### config.mk
export PLATFORM = sky130hd
export DESIGN_NAME = sync_pulse_train
export DESIGN_NICKNAME = d
export VERILOG_FILES = /design/src/rtl/sync_pulse_train.sv
export SDC_FILE = /design/constraint.sdc
export NUM_CORES = 1
export LEC_CHECK = 0
export ABC_AREA = 1
export CAP_MARGIN = 20
export CORE_UTILIZATION = 45
export CTS_CLUSTER_DIAMETER = 30
export DETAILED_ROUTE_END_ITERATION = 12
export GPL_TIMING_DRIVEN = 1
export PLACE_DENSITY = 0.66
export SYNTH_ARGS = -nofsm -noshare
export SYNTH_HDL_FRONTEND = slang
export SYNTH_SLANG_ARGS = --single-unit
### constraint.sdc
create_clock -name pg_clk -period 1.64 [get_ports pg_clk]
set_input_delay 0.41 -clock pg_clk [delete_from_list [all_inputs] [get_ports pg_clk]]
set_output_delay 0.41 -clock pg_clk [all_outputs]
set_load 0.02 [all_outputs]
### src/rtl/sync_pulse_train.sv
// Optical synchronizing pulse train generator: launches on a rising start level,
// emits PULSE_CNT pulses after DELAY_CYC, flags completion and aborts on start falling.
module sync_pulse_train #(
  parameter int unsigned CNT_W     = 32,
  parameter int unsigned DELAY_CYC = 100,
  parameter int unsigned PULSE_W   = 50,
  parameter int unsigned PERIOD    = 1000,
  parameter int unsigned PULSE_CNT = 10
) (
  input  logic        pg_clk,
  input  logic        pg_rst,
  input  logic        pg_start,
  output logic        pg_o,
  output logic        end_flg,
  output logic        pg_busy,
  output logic        pg_abort,
  output logic [15:0] pg_num
);

  localparam int unsigned NUM_W = 16;

  // Terminal counts: the counter restarts at zero on every state entry.
  localparam logic [CNT_W-1:0] DLY_LAST  = CNT_W'(DELAY_CYC - 1);
  localparam logic [CNT_W-1:0] HIGH_LAST = CNT_W'(PULSE_W - 1);
  localparam logic [CNT_W-1:0] LOW_LAST  = CNT_W'(PERIOD - PULSE_W - 1);
  localparam logic [NUM_W-1:0] NUM_LAST  = NUM_W'(PULSE_CNT - 1);

  localparam longint unsigned CNT_MAX =
    (CNT_W >= 64) ? 64'hFFFF_FFFF_FFFF_FFFF : ((64'd1 << CNT_W) - 64'd1);

  if (CNT_W == 0 || CNT_W > 64 ||
      64'(DELAY_CYC) > CNT_MAX || 64'(PULSE_W) > CNT_MAX || 64'(PERIOD) > CNT_MAX ||
      PULSE_W == 0 || PERIOD <= PULSE_W ||
      PULSE_CNT == 0 || PULSE_CNT > 65535) begin : g_bad_params
    $error("sync_pulse_train: parameter set out of range");
  end

  typedef enum logic [2:0] {
    S_IDLE  = 3'd0,
    S_DELAY = 3'd1,
    S_HIGH  = 3'd2,
    S_LOW   = 3'd3,
    S_DONE  = 3'd4
  } state_t;

  state_t           state;
  logic [CNT_W-1:0] cnt;
  logic             start_q;
  logic             active;

  assign active = (state == S_DELAY) || (state == S_HIGH) || (state == S_LOW);

  always_ff @(posedge pg_clk) begin
    if (pg_rst) begin
      state    <= S_IDLE;
      cnt      <= '0;
      start_q  <= 1'b0;
      pg_o     <= 1'b0;
      end_flg  <= 1'b0;
      pg_busy  <= 1'b0;
      pg_abort <= 1'b0;
      pg_num   <= '0;
    end else begin
      start_q <= pg_start;
      cnt     <= cnt + CNT_W'(1);
      // Start dropping while the train runs wins over any phase transition.
      if (active && !pg_start) begin
        state    <= S_IDLE;
        cnt      <= '0;
        pg_o     <= 1'b0;
        pg_busy  <= 1'b0;
        pg_abort <= 1'b1;
      end else begin
        case (state)
          S_IDLE: begin
            cnt <= '0;
            if (pg_start && !start_q) begin
              pg_num   <= '0;
              pg_abort <= 1'b0;
              pg_busy  <= 1'b1;
              if (DELAY_CYC == 0) begin
                state <= S_HIGH;
                pg_o  <= 1'b1;
              end else begin
                state <= S_DELAY;
              end
            end
          end
          S_DELAY: begin
            if (cnt == DLY_LAST) begin
              state <= S_HIGH;
              cnt   <= '0;
              pg_o  <= 1'b1;
            end
          end
          S_HIGH: begin
            if (cnt == HIGH_LAST) begin
              cnt    <= '0;
              pg_o   <= 1'b0;
              pg_num <= pg_num + NUM_W'(1);
              if (pg_num == NUM_LAST) begin
                state   <= S_DONE;
                pg_busy <= 1'b0;
                end_flg <= 1'b1;
              end else begin
                state <= S_LOW;
              end
            end
          end
          S_LOW: begin
            if (cnt == LOW_LAST) begin
              state <= S_HIGH;
              cnt   <= '0;
              pg_o  <= 1'b1;
            end
          end
          S_DONE: begin
            cnt <= '0;
            if (!pg_start) begin
              state   <= S_IDLE;
              end_flg <= 1'b0;
            end
          end
          default: begin
            state   <= S_IDLE;
            cnt     <= '0;
            pg_o    <= 1'b0;
            pg_busy <= 1'b0;
            end_flg <= 1'b0;
          end
        endcase
      end
    end
  end

endmodule
## Word level (Yosys, flattened, before mapping)

Cells that the tools add are included.

| operators by class | value |
|---|---|
| add/subtract/negate cells | 2 |
| bitwise gates (word level) | 4 |
| reduce and logical (&&, ||, !) cells | 20 |
| equal/unequal tests | 14 |
| muxes and demuxes | 29 |

Operators with widths:

| cell | count |
|---|---|
| $mux W32 | 3 |
| $pmux W32 S3 | 1 |
| $add A32 B1 Y32 const B | 1 |
| $eq A32 B10 Y1 const B | 1 |
| $eq A32 B6 Y1 const B | 1 |
| $eq A32 B7 Y1 const B | 1 |
| $mux W16 | 2 |
| $pmux W16 S2 | 1 |
| $mux W3 | 6 |
| $add A16 B1 Y16 const B | 1 |
| $eq A16 B4 Y1 const B | 1 |
| $pmux W3 S5 | 1 |
| $mux W1 | 12 |
| $reduce_and A4 Y1 | 3 |
| $reduce_and A5 Y1 | 2 |
| $ne A2 B1 Y1 const B | 4 |
| $eq A3 B2 Y1 const B | 2 |
| $pmux W1 S3 | 2 |
| $reduce_bool A2 Y1 | 3 |
| $reduce_or A3 Y1 | 2 |
| $ne A2 B2 Y1 const B | 2 |
| $not A1 Y1 | 4 |
| $pmux W1 S4 | 1 |
| $reduce_or A2 Y1 | 2 |
| other kinds (7) | 10 |

| storage, ports and cells | value |
|---|---|
| output and inout port bits | 20 |
| register bits | 56 |
| logic and storage cells | 77 |

## Longest topological paths before layout

| depth | value |
|---|---|
| depth in word-level cells | 6 |
| gate-level depth with buffers | 12 |
| depth with buffers taken out | 12 |

## Worst setup path before layout

No wires, ideal clock.

| timing | value |
|---|---|
| path type | register to register |
| start point | reg pg_num[0] |
| end point | reg pg_num[14] |
| stages on the path, launching flop included | 10 |
| buffers on the path | 0 |
| data arrival time | 1.625 ns |
| setup slack | -0.057 ns |
| library setup time | 0.072 ns |
| cells stage by stage | dfxtp_1 ha_1 nand2_1 nor3_1 nand3_1 nand2_1 nand2_1 nor2_1 nand3_1 a21oi_1 |

| on the way | value |
|---|---|
| word-level cells in the longest chain between the ends | 3 |

RTL lines:

| element | line | RTL |
|---|---|---|
| start, declared | 17 | `output logic [15:0] pg_num` |
| start signal, assigned | 100 | `pg_num <= pg_num + NUM_W'(1);` |
| $add A16 B1 Y16 | 100 |  |
| $mux W16 | 97 | `if (cnt == HIGH_LAST) begin` |
| $pmux W16 S2 | 74 | `case (state)` |

No other way between the ends. The select of a mux whose other input is x is not followed.
A chain may end at the register's enable or synchronous reset.

## Worst setup path after layout

| timing | value |
|---|---|
| start point | reg cnt[18] |
| end point | reg pg_num[0] |

| on the way | value |
|---|---|
| word-level cells in the longest chain between the ends | 3 |

RTL lines:

| element | line | RTL |
|---|---|---|
| start, declared | 47 | `logic [CNT_W-1:0] cnt;` |
| start signal, assigned | 65 | `cnt <= cnt + CNT_W'(1);` |
| $eq A32 B6 Y1 | 97 |  |
| $ne A2 B1 Y1 (no source line) | n/a |  |
| $reduce_and A4 Y1 (no source line) | n/a |  |

No other way between the ends.

==> results.yml <==
timing:
  fmax_ghz: 0.566
  hold_slack_ns: 0.456
  setup_ws_ns: -0.125
  rsz0062_at_grt: "yes"
  drv_slew: 0
  relSlewSlack: 0.732
  setup_violations: 44
  finClkSkew_ns: 0.0232
  tightest_slew_ns: 0.400
  fin_crit_sh: 1.08
  period_needed_ns: 1.77
  hold_viol_final: 0
finish:
  final_cell_mix: "nor2_1 (91), nand2_1 (82), buf_4 (64)"
  final_common_cell: "nor2_1"
  drive_gt1_frac: 0.371
  final_nets: 639
  antenna_cells: 0
  final_cells: 735
  finalInstanceArea_um2: 5070
  post-route-util: 0.660
  area_delta_synth_final_pct: 42.5
yosys:
  synth-xor-area-share: 0.0615
  syn_area_um2: 3560
  yosys.area.top_type: "dfxtp_1"
  avgSynthCellArea_um2: 6.75
  synth-edff-count: 0
  synth_nets: 534
  synth_flop_cell: "dfxtp_1"
  ys_ff_latch: 56
  synthCells: 527
  synth_top_family_by_area: "simple AND/OR/NAND/NOR gates"
  ys_types: 42
  yosysWarnings: 0
  seq_area_frac_synth: 0.315
  yosys.area_share.simple: 0.449
  async_flop_share: 0
  synth_compound_area_frac: 0.0608
  synthMuxAreaShare: 0
  synth_fa_ha_area_frac: 0.0141
  synth_area_leaders: "dfxtp_1 (32%), nor2_1 (12%), nand2_1 (11%)"
  netlist.area_leader.share: 0.315
clock_network:
  cts.sinks: 56
  htree_num_levels: 2
  cts_buffers: 5
  clock_path_buffers: 2
  clkSlewWorstSetupHoldPaths_ns: 0.11
  clock_latency_ns: 0.32
  root_buffer: "clkbuf_8"
  tritoncts: "yes"
  hold_buffers: 0
placed_design:
  dp_hpwl_mm: 6.68
  dp.cells: 710
  placed_cell_area_um2: 4360
  gp_congestion: 0.880
  io_buffers: 22
drt:
  totalWireLength_mm: 10.1
  drc: 0
  first_pass_iters: 5
  antenna_left: 0
  drtIter0Drc: 177
  vias_per_cell: 5.12
  vias: 3761
  wl_per_cell_um: 13.7
worst_setup_path:
  cp.arrival_ns: 1.97
  start_kind: "register"
  critPathMaxStageDelay_ns: 0.35
  crit_chain: "nor2_4 > nand2_2 > nor2_2 > nand2_2 > buf_6 > nor2_4 > nor2_4 > nor2_8 > buf_12 > nand2_8 > nand2_2 > a21oi_1"
  cp_top_family: "simple AND/OR/NAND/NOR gates"
  cp_num_buf_inv: 2
  critical_path_depth: 12
  reg2reg_depth: 12
  worstSetupPathType: "register to register"
  slowest_stage: "dfxtp_2"
  end_kind: "register"
  critical_path.max_fanout: 8
  cp.required_ns: 1.84
floorplanning:
  die_height_um: 90.9
  ios: 23
  die_area_um2: 8270
  core_area_um2: 7690
  num_rows: 32
  start_util: 0.463
  dieWidth_um: 90.9
outcome:
  failed_checks: "setup timing"
  status: "finished with violations"
worst_hold_path:
  holdPathStages: 2
  holdCritPathClass: "register to register"
global_routing:
  grt_pass1_wl_mm: 16.2
  grt_max_degree: 19
  track_usage: 0.239
  grt_pass1_vias: 3631
  overflow: 0
  antenna_found_initial: 0
power:
  ir_worst_vdd_uv: 438
  p_clk_frac: 0.189
  switchingPower_mw: 2.01
  seqPwrFrac: 0.319
  switching_share: 0.411
  leakage_nw: 2.08
  power_frac_comb: 0.492
  power_mw: 4.89
  power_density_nw_per_um2: 964
  internal_power_mw: 2.88
job:
  cap_violations: 0
==> final timing paths <==
check / startpoint / to / slack, ns
max reg2reg: cnt[18] / pg_num[0] / -0.13
min: end_flg / end_flg / 0.46
max: cnt[18] / pg_num[0] / -0.13
min reg2reg: end_flg / end_flg / 0.46
==> synthesized netlist by cell type, types with 3 or more instances <==
master / count
nor2_1: 114
nand2_1: 103
inv_1: 66
dfxtp_1: 56
nand3_1: 33
nand4_1: 18
nor3_1: 18
xor2_1: 17
nand3_2: 12
a21oi_1: 11
a21oi_2: 11
xnor2_1: 8
nand2_2: 5
o21ai_0: 5
ha_1: 4
inv_2: 4
nor2_4: 4
buf_6: 3
nor2_2: 3
nor3_2: 3
nor3b_1: 3
==> registers in the layout, indices dropped and copies added, names as in the netlist <==
signal	count
cnt	32
pg_num	16
state	3
end_flg	1
pg_abort	1
pg_busy	1
pg_o	1
start_q	1
==> logic make-up after synthesis <==
kind of cell | count (synthesis)
XOR/XNOR | 25
AND/OR/NAND/NOR | 329
adder cells (fa/ha/maj) | 4
buffers and inverters | 80
flip-flops | 56
AO/OA/AOI/OAI | 33
==> per-layer routing <==
layer	global-route usage	share of wire
met1	0.276	0.42
met5	0	0
met3	0.0354	0.032
met2	0.433	0.52
met4	0.108	0.024
==> power by group through the flow <==
| stage | Combinational [mW] | Sequential (mW) | Clock (mW) |
|---|---|---|---|
| floorplan | 1.08 | 1.61 | 0 |
| global placement | 1.62 | 1.57 | 0 |
| detailed placement | 1.64 | 1.57 | 0 |
| CTS | 2.30 | 1.55 | 0.953 |
| global route | 2.57 | 1.57 | 0.991 |
| finish | 2.40 | 1.56 | 0.925 |
==> what timing repair did <==
action	CTS	global route
gates resized for setup	67	84
pin swaps	20	47
endpoints found under the setup margin	65	51
setup buffers	11	4
cloned	5	0
==> per-stage QoR <==
step	setup slack [ns]	setup TNS, ns
2_1_floorplan	0.0371	0
3_3_place_gp	-0.172	-4.95
3_5_place_dp	-0.197	-5.24
4_1_cts	-0.0745	-1.22
5_1_grt	-0.214	-7.53
6_report	-0.125	-3.08
==> area by class of cell <==
| class | instances | area [um2] |
|---|---|---|
| fill | 637 | 2620 |
| multi-input combinational | 395 | 2500 |
| sequential | 56 | 1150 |
| timing repair buffer | 102 | 895 |
| inverter | 72 | 285 |
| tap | 102 | 128 |
| clock buffer | 6 | 72.6 |
| clock inverter | 2 | 35.0 |
==> worst min-delay path: stages (launching register included) <==
cell	delay, ns
dfxtp_1	0.33
inv_1	0.05
a21oi_1	0.05
Note: power is estimated with default switching activity, not from simulation.
